===== src/rtl/magma_dec_stream.sv =====
// Magma (GOST R 34.12-2015) block decryptor, one round per clock; MAGMA_DEC_CBC_EN enables CBC chaining.
// Latency: out_valid rises 33 cycles after the accepting edge; next accept one cycle after the output handshake.
// Backpressure: result held in OUTPUT while out_ready is low; in_ready is high only in IDLE.
module magma_dec_stream (
  input  logic         clk,
  input  logic         reset_,
  input  logic [255:0] key,
  input  logic         in_valid,
  output logic         in_ready,
  input  logic [63:0]  in_data,
  output logic         out_valid,
  input  logic         out_ready,
  output logic [63:0]  out_data,
`ifdef MAGMA_DEC_CBC_EN
  input  logic [63:0]  iv,
  input  logic         iv_load,
`endif
  output logic         busy
);

  typedef enum logic [1:0] {IDLE, ROUND, OUTPUT} state_t;

  // Pi_7 .. Pi_0, entry v of each table sits at bits [4v+3:4v]
  localparam logic [511:0] SBOX = {
    64'h2BC96AF43850DE71, 64'h73AD0B4FC19652E8,
    64'h0E34187BAC296FD5, 64'hC24BE390D618A5F7,
    64'hB9E35A076F4D128C, 64'h069C471EDAF2853B,
    64'hF0DB74E1C5A93286, 64'h1F307D8E9B5A264C
  };

  function automatic logic [31:0] sub_nibbles(input logic [31:0] a);
    logic [31:0] r;
    r = '0;
    for (int j = 0; j < 8; j++) begin
      r[4*j +: 4] = SBOX[64*j + 4*int'(a[4*j +: 4]) +: 4];
    end
    return r;
  endfunction

  state_t        state, next_state;
  logic [5:0]    cnt;
  logic [31:0]   left, right;
  logic [255:0]  key_r;
  logic          accept;
  logic [2:0]    kidx;
  logic [31:0]   rk, sum, sub, new_right;
`ifdef MAGMA_DEC_CBC_EN
  logic [63:0]   chain, c_lat;
`endif

  assign in_ready = (state == IDLE) && !reset_;
  assign accept   = in_valid && in_ready;
  assign busy     = (state != IDLE);

  // Rounds 1..8 walk K1..K8, rounds 9..32 walk K8..K1 three times
  assign kidx      = (cnt < 6'd8) ? cnt[2:0] : ~cnt[2:0];
  assign rk        = key_r[{~kidx, 5'd0} +: 32];
  assign sum       = right + rk;
  assign sub       = sub_nibbles(sum);
  assign new_right = left ^ {sub[20:0], sub[31:21]};

  always_ff @(posedge clk) begin
    if (reset_) state <= IDLE;
    else        state <= next_state;
  end

  always_comb begin
    next_state = state;
    case (state)
      IDLE:    if (accept) next_state = ROUND;
      ROUND:   if (cnt == 6'd32) next_state = OUTPUT;
      OUTPUT:  if (out_ready) next_state = IDLE;
      default: next_state = IDLE;
    endcase
  end

  always_ff @(posedge clk) begin
    if (reset_) begin
      left      <= '0;
      right     <= '0;
      key_r     <= '0;
      cnt       <= '0;
      out_valid <= 1'b0;
      out_data  <= '0;
`ifdef MAGMA_DEC_CBC_EN
      chain     <= '0;
      c_lat     <= '0;
`endif
    end else begin
      case (state)
        IDLE: begin
`ifdef MAGMA_DEC_CBC_EN
          if (iv_load) chain <= iv;
`endif
          if (accept) begin
            left  <= in_data[63:32];
            right <= in_data[31:0];
            key_r <= key;
            cnt   <= '0;
`ifdef MAGMA_DEC_CBC_EN
            c_lat <= in_data;
`endif
          end
        end
        ROUND: begin
          if (cnt != 6'd32) begin
            left  <= right;
            right <= new_right;
            cnt   <= cnt + 6'd1;
          end else begin
            // Final round is already unswapped by reading the halves as {right, left}
`ifdef MAGMA_DEC_CBC_EN
            out_data <= {right, left} ^ chain;
`else
            out_data <= {right, left};
`endif
            out_valid <= 1'b1;
          end
        end
        OUTPUT: begin
          if (out_ready) begin
            out_valid <= 1'b0;
`ifdef MAGMA_DEC_CBC_EN
            chain     <= c_lat;
`endif
          end
        end
        default: ;
      endcase
    end
  end

endmodule


===== config.mk =====
export PLATFORM = sky130hd
export DESIGN_NAME = magma_dec_stream
export DESIGN_NICKNAME = d
export VERILOG_FILES = /design/src/rtl/magma_dec_stream.sv
export SDC_FILE = /design/constraint.sdc
export NUM_CORES = 1
export LEC_CHECK = 0
export ABC_AREA = 1
export ABC_CLOCK_PERIOD_IN_PS = 5500
export BUFFER_PORTS_ARGS = -buffer_cell sky130_fd_sc_hd__buf_2
export CORE_ASPECT_RATIO = 0.75
export CORE_MARGIN = 1.5
export CORE_UTILIZATION = 45
export DETAILED_ROUTE_END_ITERATION = 8
export GPL_TIMING_DRIVEN = 0
export HOLD_SLACK_MARGIN = 0.03
export PLACE_DENSITY = 0.7
export SYNTH_ARGS = -nofsm -noshare
export SYNTH_HDL_FRONTEND = slang
export SYNTH_SLANG_ARGS = --single-unit

===== constraint.sdc =====
create_clock -name clk -period 5.5 [get_ports clk]
set_input_delay 0.825 -clock clk [delete_from_list [all_inputs] [get_ports clk]]
set_output_delay 0.825 -clock clk [all_outputs]
set_load 0.05 [all_outputs]

* Word-level counts from Yosys, hierarchy flattened
Index checks and enable logic that the tools add are counted.
** Cells by class
- Add/sub/neg operators :: 9
- Multipliers :: 0
- Divide/modulo/power cells :: 0
- Magnitude comparators :: 1
- Eq/ne operators :: 9
- Shifts and indexed selects :: 9
- Multiplexer cells :: 17
- Bitwise gates (word level) :: 4
- Reductions and logical operators :: 12
** Operator list (count)
- $shiftx 512x11->4 const A :: 4
- $shiftx 512x10->4 const A :: 2
- $shiftx 512x7->4 const A :: 1
- $shiftx 512x9->4 const A :: 1
- $shiftx 256x9->32 :: 1
- $mux 32 :: 4
- $pmux 32 s2 :: 2
- $add 9x6->10 const A :: 4
- $add 32x32->32 :: 1
- $xor 32x32->32 :: 1
- $add 8x6->9 const A :: 2
- $mux 6 :: 2
- $pmux 6 s2 :: 1
- $ne 2x2->1 const B :: 5
- $reduce_and 3->1 :: 3
- $add 7x6->8 const A :: 1
- $add 6x1->6 const B :: 1
- $eq 6x6->1 const B :: 1
- $lt 6x4->1 const B :: 1
- $mux 2 :: 3
- $ne 6x6->1 const B :: 1
- $not 3->3 :: 2
- $pmux 2 s3 :: 1
- $reduce_bool 2->1 :: 3
- 10 further kinds :: 13
** Word-level totals
- Register bits :: 393
- Bits in latches :: 0
- Bits in writable memories :: 0
- Memory bits (read-only) :: 0
- Input bits :: 324
- Output and inout bits :: 67
- Word-level logic and storage cells :: 68
- Memories kept :: 0

* Longest topological paths before layout
Gate-level depths: netlist (run 1).
- Depth in word-level cells :: 10
- Depth in mapped cells :: 34
- Gate-level depth less buffers :: 32

* Worst setup path after synthesis (run 1)
No wires, ideal clock.
- Path type :: register to register
- Start :: register cnt[4]
- End :: register right[30]
- Setup time :: 132 ps
- Data arrival time :: 3924 ps
- Setup slack :: 1444 ps
- Stages on the path, launching flop included :: 28
- Buffers on the path :: 2
- Period minus slack after synthesis :: 4056 ps
- Cells stage by stage :: dfxtp_1 -> nor2_2 -> nand2_1 -> nand2_1 -> nand2_1 -> inv_2 -> clkbuf_1 -> buf_1 -> o211ai_1 -> nand3_1 -> o21ai_0 -> ha_1 -> fa_1 -> nand2_1 -> a21oi_2 -> nand3_1 -> nand3_2 -> nand2_1 -> nand2_1 -> xnor2_1 -> inv_1 -> ha_1 -> nand2_1 -> o21ai_0 -> nand2_1 -> nand2_1 -> o21ai_0 -> a21oi_1
** Between the ends
- Word-level cells in the longest chain between the ends :: 10
** RTL lines
- start, declared :: line 41 : logic [5:0] cnt;
- start signal, assigned :: line 109 : cnt <= cnt + 6'd1;
- $lt 6x4->1 :: line 56 : assign kidx = (cnt < 6'd8) ? cnt[2:0] : ~cnt[2:0];
- $mux 3 :: line 56
- $not 3->3 :: line 57 : assign rk = key_r[{~kidx, 5'd0} +: 32];
- $shiftx 256x9->32 :: line 57
- $add 32x32->32 :: line 58 : assign sum = right + rk;
- $add 9x6->10 :: line 35 : r[4*j +: 4] = SBOX[64*j + 4*int'(a[4*j +: 4]) +: 4];
- $shiftx 512x11->4 :: line 35
- $xor 32x32->32 :: line 60 : assign new_right = left ^ {sub[20:0], sub[31:21]};
- $mux 32 :: line 106 : if (cnt != 6'd32) begin
- $pmux 32 s2 :: line 90 : case (state)
- end signal, assigned :: line 97 : right <= in_data[31:0];
- end signal, assigned :: line 108 : right <= new_right;
- end, declared :: line 42 : logic [31:0] left, right;
Parallel ways exist; a longest one is shown, timed or not. The select of a mux whose other input is x is not followed.
A chain may end at the register's enable or synchronous reset.

* Worst setup path after layout (run 1)
- Start :: register cnt[5]
- End :: register right[30]
Same word-level chain as after synthesis.

==> results of run 1 <==
report_power, final:
group,internal (mW),total [mW],switching (mW)
Combinational,0.570,1.71,1.14
Sequential,3.02,3.17,0.150
Clock,1.78,2.99,1.21
Total,5.37,7.88,2.50
registers in the layout, indices dropped and copies added, names as in the netlist:
register and count:
left 32, cnt 6, out_valid 1, right 32, key_r 256, state 2, out_data 64
critical path, delay by kind of cell (launching register included):
kind / cells / cell delay [ps]
fa+ha+maj: 2 / 640
xor+xnor: 1 / 320
flops: 1 / 340
compound gates: 5 / 1090
simple gates: 15 / 1910
buf+inv: 5 / 890
what timing repair did:
item,CTS,global route
pin swaps,0,5
buffers inserted,0,1
setup endpoints to repair,12,27
gates resized for setup,7,62
per-layer routing:
layer	track usage (%)	share of wire (%)
met5	0	0.014
met4	10.3	3.1
met3	7.17	12
met2	48.9	40
met1	53.1	45
per-stage QoR:
stage	hold WS (ps)	TNS, ps	utilization [%]	cells	instance area, um^2
floorplan	440	0	-	2848	20100
global placement	445	-922	52.1	3815	22800
detailed placement	452	-1390	52.1	3815	22800
CTS	464	0	55.4	3885	24200
global route	476	0	55.7	3890	24400
finish	462	0	55.7	3891	24400
cells in the final DEF (no fill, tap or decap), drive strengths merged, types with 9 or more instances in the layout:
cell type	n
ha	76
a21oi	183
a32o	101
nand3	286
o21bai	9
clkbuf	232
xor2	16
xnor2	11
o211ai	39
nor3	9
dfxtp	393
buf	403
inv	319
a31oi	32
nand3b	15
nor2	168
nand2	560
o21ai	430
area by class of cell:
| type | instances | area, um^2 |
|---|---|---|
| fill | 4275 | 19400 |
| timing repair buffer | 390 | 1950 |
| buffer | 185 | 737 |
| multi-input combinational | 1951 | 10500 |
| antenna | 5 | 12.5 |
| tap | 578 | 723 |
| sequential | 393 | 7870 |
| clock inverter | 10 | 194 |
| inverter | 319 | 1200 |
| clock buffer | 60 | 1230 |
kinds of logic after synthesis:
kind of cell	count (synthesis)	share of synthesized area [%]
adder cells (fa/ha/maj)	77	4.82
flip-flops	393	39.1
XOR/XNOR	27	1.42
AO/OA/AOI/OAI	800	23.3
AND/OR/NAND/NOR	1047	21.9
buffers and inverters	504	9.45
worst max path at each step:
stage | startpoint | end | slack [ps] | cells after the start
2_1_floorplan | cnt[4] | right[30] | 1440 | 27
6_report | cnt[5] | right[30] | 160 | 28
5_1_grt | cnt[5] | right[30] | 20 | 26
4_1_cts | cnt[3] | right[30] | 10 | 26
3_5_place_dp | cnt[4] | right[25] | -380 | 28
3_3_place_gp | cnt[5] | right[23] | -240 | 28
==> results.md, run 1 <==
Run status:
- The run finished with clean final reports.

Setup path:
- At the worst endpoint, the arrival time is 5750 ps.
- The number of cells on the worst reg-to-reg path is 28.
- The library cell appearing most often on the critical path is sky130_fd_sc_hd__nand2_1.
- The worst register-to-register path begins at cnt[5].
- At the worst endpoint, the required time is 5910 ps.
- The delay contributed by the slowest stage of the critical path is 440 ps.
- The sort of element at the end of the critical path is a flip-flop.
- Of all nets on the critical path, the largest fanout is 10.
- The minimum setup slack among reg-to-reg paths is 160 ps.
- The kind of start point of the critical path is a flip-flop.
- The critical-path cell with the highest stage delay is sky130_fd_sc_hd__o211ai_1.
- The critical path is of the flip-flop to flip-flop type.
- The end of the worst register-to-register path is right[30].

Detailed routing:
- The routed wire length is 84100 um.
- The starting DRC count in detailed routing is 2836.
- In the routed layout, each cell is associated on average with a via count of 5.80.
- In the routed design, unresolved DRC markers number 0.
- Dividing the detail-routed wire length by the instance count gives 21.6 um.
- The final antenna-violating net count is 0.
- The number of iterations in the first detailed-routing pass is 6.
- The via count of the routed design is 22564.

Pwr:
- Total power for the finished layout comes to 7.88 mW.
- Summed over all cells, the static leakage comes to 10.8 nW.
- VDD sags by at most 195 uV.
- Dividing total power by cell area gives a power density of 323 nW/um^2.

Final layout:
- The relative area change from synthesis to final layout is 21.2%.
- The final-stage net count is 3682.
- The fraction of final layout cells sized beyond drive strength 1 is 16.1%.

STA:
- Setup repair after global routing left no endpoint under its margin.
- The final max-slew violation count is 0.
- Dividing the final minimum period by the clock period gives 97.1%.
- The hold violation total from the final report is 0.
- Once routing completed, OpenROAD measured the worst setup slack at 158 ps.
- The total setup violations reported at the end of the flow is 0.
- The transition time at the pin with the least slew margin is 1170 ps.
- Clock skew on the completed layout was measured at 24.6 ps.
- The worst path in the final design needs a cycle of 5340 ps, including I/O delays and setup.
- Static timing analysis puts the maximum clock frequency at 187 MHz.
- The headroom to the max-slew limit is 21.3%.

Yosys:
- The predominant post-synthesis flop cell is sky130_fd_sc_hd__dfxtp_1.
- In the post-synthesis netlist, the biggest area contributors are sky130_fd_sc_hd__dfxtp_1 (39%), sky130_fd_sc_hd__o21ai_0 (10%), sky130_fd_sc_hd__nand2_1 (10%).
- In the post-synthesis netlist, the cell with the most instances is sky130_fd_sc_hd__nand2_1.
- In the synthesized netlist, the number of instances is 2848.
- The fraction of post-synthesis cell area in the top cell type by area is 39.1%.
- The fraction of registers with async set/reset is 0%.
- The mean area per synthesized cell is 7.07 um^2.
- When the netlist entered floorplanning its net count stood at 3249.
- The dominant cell type by area after synthesis is sky130_fd_sc_hd__dfxtp_1.
- The number of synthesized flops with an enable pin is 0.
- During synthesis, Yosys emitted a total of 0 warnings.
- Sorting the synthesized cells by how often they occur yields sky130_fd_sc_hd__nand2_1 (550), sky130_fd_sc_hd__o21ai_0 (420), sky130_fd_sc_hd__dfxtp_1 (393), sky130_fd_sc_hd__inv_1 (310), sky130_fd_sc_hd__nand3_1 (285).
- The unique cell type count in the Yosys netlist is 38.
- After synthesis the cells add up to 20100 um^2.
- Summing the sequential cell areas from Yosys gives 39.1% of the chip area.
- Counting flops and latches in the post-synthesis netlist gives 393.

Hold path:
- The worst hold path was traced through 2 stages.
- For hold timing, the worst endpoint is out_data[45].
- The classification of the worst-slack hold path is flip-flop to flip-flop.
- The startpoint identified for the worst hold timing path is out_data[45].

Place:
- The placed wire-length estimate after detailed placement is 67600 um.
- In this run the tool buffered the top-level ports with 389 buffer cells.
- The congestion estimate from routability-driven global placement came to 0.997.
- Timing analysis after detailed placement gives a worst setup slack of -380 ps.

Global routing:
- The initial antenna violation count is 8.
- The number of global-route vias before repair is 20135.
- The first global-routing pass estimated 120000 um of wire.
- Entering global routing, the biggest net connects 15 pins.
- Global routing finished with a remaining overflow of 0.
- In the global route stage, overall resource usage came out at 34.9%.

Floorplan:
- The floorplan step set the die width to 247 um.
- In this run the core area contains 66 standard-cell rows.
- The floorplan step set the die height to 186 um.
- During I/O placement, the number of pins put on the boundary was 391.
- The core area is 43800 um^2.
- Once the floorplan was initialized, standard cells occupied 46.0% of the core.
- The die footprint is 46000 um^2.

Clock tree:
- The clock latency on the worst-skew pair is 560 ps.
- Clock tree synthesis selected as its root buffer the cell sky130_fd_sc_hd__clkbuf_16.
- The number of clock buffers added by TritonCTS is 41.
- TritonCTS built the clock tree.
- The number of hold buffers added after cts is 0.
- The clock transition at the registers of the reported paths is 70 ps.
- The tree built by TritonCTS fans out to 393 sinks.
- The maximum number of buffers from clock root to sink is 3.
- The H-tree was split into 2 levels.

Flow run:
- The reported max-cap violation count is 0.
(Power assumes the default switching activity.)
==> run 2: changes to the inputs <==
ABC_CLOCK_PERIOD_IN_PS = 5400   (was 5500)
clock period = 5.4 ns   (was 5.5 ns; I/O delays follow)
==> run 2 against run 1 <==
Routed wire length is essentially flat. Final cell count is essentially flat. Highest routed layer unchanged. Critical path type unchanged. Via count grew 0.12%.
==> results.md, run 2 (synthesized netlist as in run 1, its figures left out) <==
Run status:
- The flow ran to the end, and the final reports show no timing, DRC or antenna violations.

Floorplan:
- The boundary pin count is 391 (unchanged).
- The number of rows created at floorplan was 66 (unchanged).
- The core area came to 43800 um^2 (unchanged).
- The height of the die is 186 um (unchanged).
- The horizontal extent of the die is 247 um (unchanged).
- The initial standard-cell utilization of the core is 46.0% (unchanged).
- The die footprint is 46000 um^2 (unchanged).

Final layout:
- The largest registers in the layout are key_r: 256 flops, out_data: 64 flops.
- The final-stage net count is 3684 (+0.054%).
- The fraction of final layout cells sized beyond drive strength 1 is 16.4% (+0.32 points).
- The register containing the most flip-flops in the final layout is key_r.
- The total of fill cells in the finished design was 4270 (-0.12%).
- The top cell types in the final layout, fill and taps aside, are sky130_fd_sc_hd__nand2_1 (544), sky130_fd_sc_hd__o21ai_0 (407), sky130_fd_sc_hd__buf_2 (397).
- The total non-filler cell area in the finished layout is 24500 um^2 (+0.24%).
- The relative area change from synthesis to final layout is 21.5%.
- The library cell used most frequently in the layout, excluding fill and tap cells, is sky130_fd_sc_hd__nand2_1.
- The number of flip-flops under the largest register name is 256 (unchanged).

Global routing:
- The initial antenna violation count came to 8 (unchanged).
- The leftover overflow at the end of global routing was 0 (unchanged).
- The global-route wire length before repair is 120000 um (about the same).
- The number of global-route vias before repair came to 20135 (unchanged).
- The total global routing track utilization was 34.9% (about the same).
- The largest net degree at the start of global routing is 15 (unchanged).

Setup path:
- The critical path arrival is 5630 ps (-120 ps).
- The start-to-end type of the worst setup path is flip-flop to flip-flop.
- The library cell appearing most often on the critical path is sky130_fd_sc_hd__nand2_1.
- Broken down by cell family, the worst path's largest delay share belongs to simple AND/OR/NAND/NOR gates.
- The number of cells on the worst reg-to-reg path is 27 (-3.6%).
- The number of cells on the critical path is 27 (-3.6%).
- STA classifies the critical path startpoint as a flip-flop.
- The sort of element at the end of the critical path is a flip-flop.
- The delay contributed by the slowest stage of the critical path was 470 ps (+30 ps).
- The minimum setup slack among reg-to-reg paths is 180 ps (+20 ps).
- For this design, the slowest cell found on the critical path is sky130_fd_sc_hd__dfxtp_1.
- The number of buffer and inverter instances along the worst setup path is 6 (+1).
- The maximum fanout count along the critical path is 10 (unchanged).
- The critical path required time is 5810 ps (-100 ps).

STA:
- The final worst-path cycle share was 96.7% (-0.40 points).
- The headroom to the max-slew limit was 14.6% (-6.7 points).
- The post-route clock skew is 27.0 ps (+2.33 ps).
- The transition time at the pin with the least slew margin is 1270 ps (+100 ps).
- The minimum clock period came to 5220 ps (-119 ps).
- The final max-slew violation count is 0 (unchanged).
- The total setup violations reported at the end of the flow came to 0 (unchanged).
- The hold violation total from the final report is 0 (unchanged).
- The maximum clock frequency is 191 MHz (+2.3%).

Clock tree:
- The clock latency on the worst-skew pair was 560 ps (about the same).
- The maximum number of buffers from clock root to sink is 3 (unchanged).
- The number of clock sinks is 393 (unchanged).
- The H-tree depth reported by CTS came to 2 (unchanged).
- The clock buffer count from CTS is 41 (unchanged).
- The number of hold buffers added after cts is 0 (unchanged).
- The clock transition at the registers of the reported paths is 60 ps (about the same).
- TritonCTS built the clock tree.
- The root buffer cell chosen for the clock tree is sky130_fd_sc_hd__clkbuf_16.

Flow run:
- The reported max-cap violation count is 0 (unchanged).

Detailed routing:
- The met3 wirelength from detailed routing is 9500 um (-3.1%).
- The routed wire length is 84100 um (about the same).
- The per-cell routed wire length was 21.6 um (about the same).
- The starting DRC count in detailed routing is 2919 (+2.9%).
- The number of iterations in the first detailed-routing pass is 6 (unchanged).
- The routed length on met1 came to 38000 um (+0.58%).
- The average via count per standard cell is 5.80 (about the same).
- The final antenna-violating net count came to 0 (unchanged).
- The highest routing layer actually used is met5.
- The DRC violation count after routing was 0 (unchanged).
- The wire length on met2 is 33900 um (+0.18%).
- The via count of the routed design is 22591 (+0.12%).

Pwr:
- The power after layout is 8.04 mW (+2.0%).
- The maximum VDD drop is 199 uV (+2.3%).
- The leakage power is 10.9 nW (+0.34%).
- The total power density per cell area is 329 nW/um^2 (+1.8%).

Hold path:
- The number of cells on the worst hold path is 1 (-1).
- The classification of the worst-slack hold path is flip-flop to flip-flop.

Place:
- The placer congestion estimate was 0.997 (unchanged).
- The instance area after placement is 22800 um^2 (unchanged).
- The placed wire-length estimate after detailed placement was 67600 um (unchanged).
- The count of buffers inserted at the top-level ports is 389 (unchanged).
run 2: cell types whose count changed in the layout (fill, tap and decap cells not counted), sizes merged:
cell	previous run	this run
buf	403	405
run 2: area by class of cell:
type	instances	area [um^2]	area share, %
sequential	393	7870	32.2
antenna	5	12.5	0.0512
timing repair buffer	392	1970	8.05
clock inverter	10	194	0.793
inverter	319	1200	4.91
clock buffer	60	1230	5.02
buffer	185	741	3.03
tap	578	723	2.96
multi-input combinational	1951	10500	43.0
run 2: what timing repair did:
action                                  CTS  global route
endpoints found under the setup margin   17            27
pin swaps                                 0             8
gates resized for setup                  10            75
setup buffers                             0             3
run 2: through the flow:
step	utilization [%]	setup TNS, ps	setup slack [ps]	hold WS, ps	instances
floorplan	-	0	1340	440	2848
global placement	52.1	-1800	-342	445	3815
detailed placement	52.1	-2450	-480	452	3815
CTS	55.4	0	23.7	464	3885
global route	55.9	-21.9	-16.8	476	3892
finish	55.9	0	176	463	3893
run 2: path summary, 6_finish.rpt:
check / from / endpoint
min reg2reg: key_r[243] / key_r[243]
min: key_r[243] / key_r[243]
max reg2reg: cnt[0] / right[30]
max: cnt[0] / right[30]
run 2: worst reg2reg max path, cell delays in order, from the launching register on:
cell	delay [ps]
sky130_fd_sc_hd__dfxtp_1	470
sky130_fd_sc_hd__inv_1	140
sky130_fd_sc_hd__nand3_2	180
sky130_fd_sc_hd__nand2_2	130
sky130_fd_sc_hd__buf_2	210
sky130_fd_sc_hd__buf_4	220
sky130_fd_sc_hd__clkbuf_4	210
sky130_fd_sc_hd__o211ai_1	440
sky130_fd_sc_hd__nand3_1	200
sky130_fd_sc_hd__o21ai_1	220
sky130_fd_sc_hd__ha_1	310
sky130_fd_sc_hd__nand2_1	190
sky130_fd_sc_hd__inv_1	60
sky130_fd_sc_hd__nand2_1	90
sky130_fd_sc_hd__nand2_1	80
sky130_fd_sc_hd__nand2_1	130
sky130_fd_sc_hd__nand3_4	150
sky130_fd_sc_hd__nand2_1	90
sky130_fd_sc_hd__nand2_1	160
sky130_fd_sc_hd__xnor2_2	310
sky130_fd_sc_hd__inv_1	130
sky130_fd_sc_hd__ha_1	330
sky130_fd_sc_hd__nand2_1	70
sky130_fd_sc_hd__o21ai_0	170
sky130_fd_sc_hd__nand2_1	110
sky130_fd_sc_hd__nand2_1	50
sky130_fd_sc_hd__o21ai_0	170
sky130_fd_sc_hd__a21oi_1	80
run 2: where the power goes:
| part | internal, mW | switching [mW] | total [mW] | leakage, nW |
|---|---|---|---|---|
| Sequential | 3.08 | 0.152 | 3.23 | 3.22 |
| Clock | 1.81 | 1.24 | 3.05 | 0.699 |
| Combinational | 0.586 | 1.17 | 1.75 | 6.94 |
| Total | 5.48 | 2.56 | 8.04 | 10.9 |
run 2: per-layer routing:
layer / vias to the layer above / GRT usage [%]
met5: - / 0
met4: 2 / 10.3
met3: 167 / 7.17
met2: 1244 / 48.9
met1: 10713 / 53.1
li1: 10465 / -
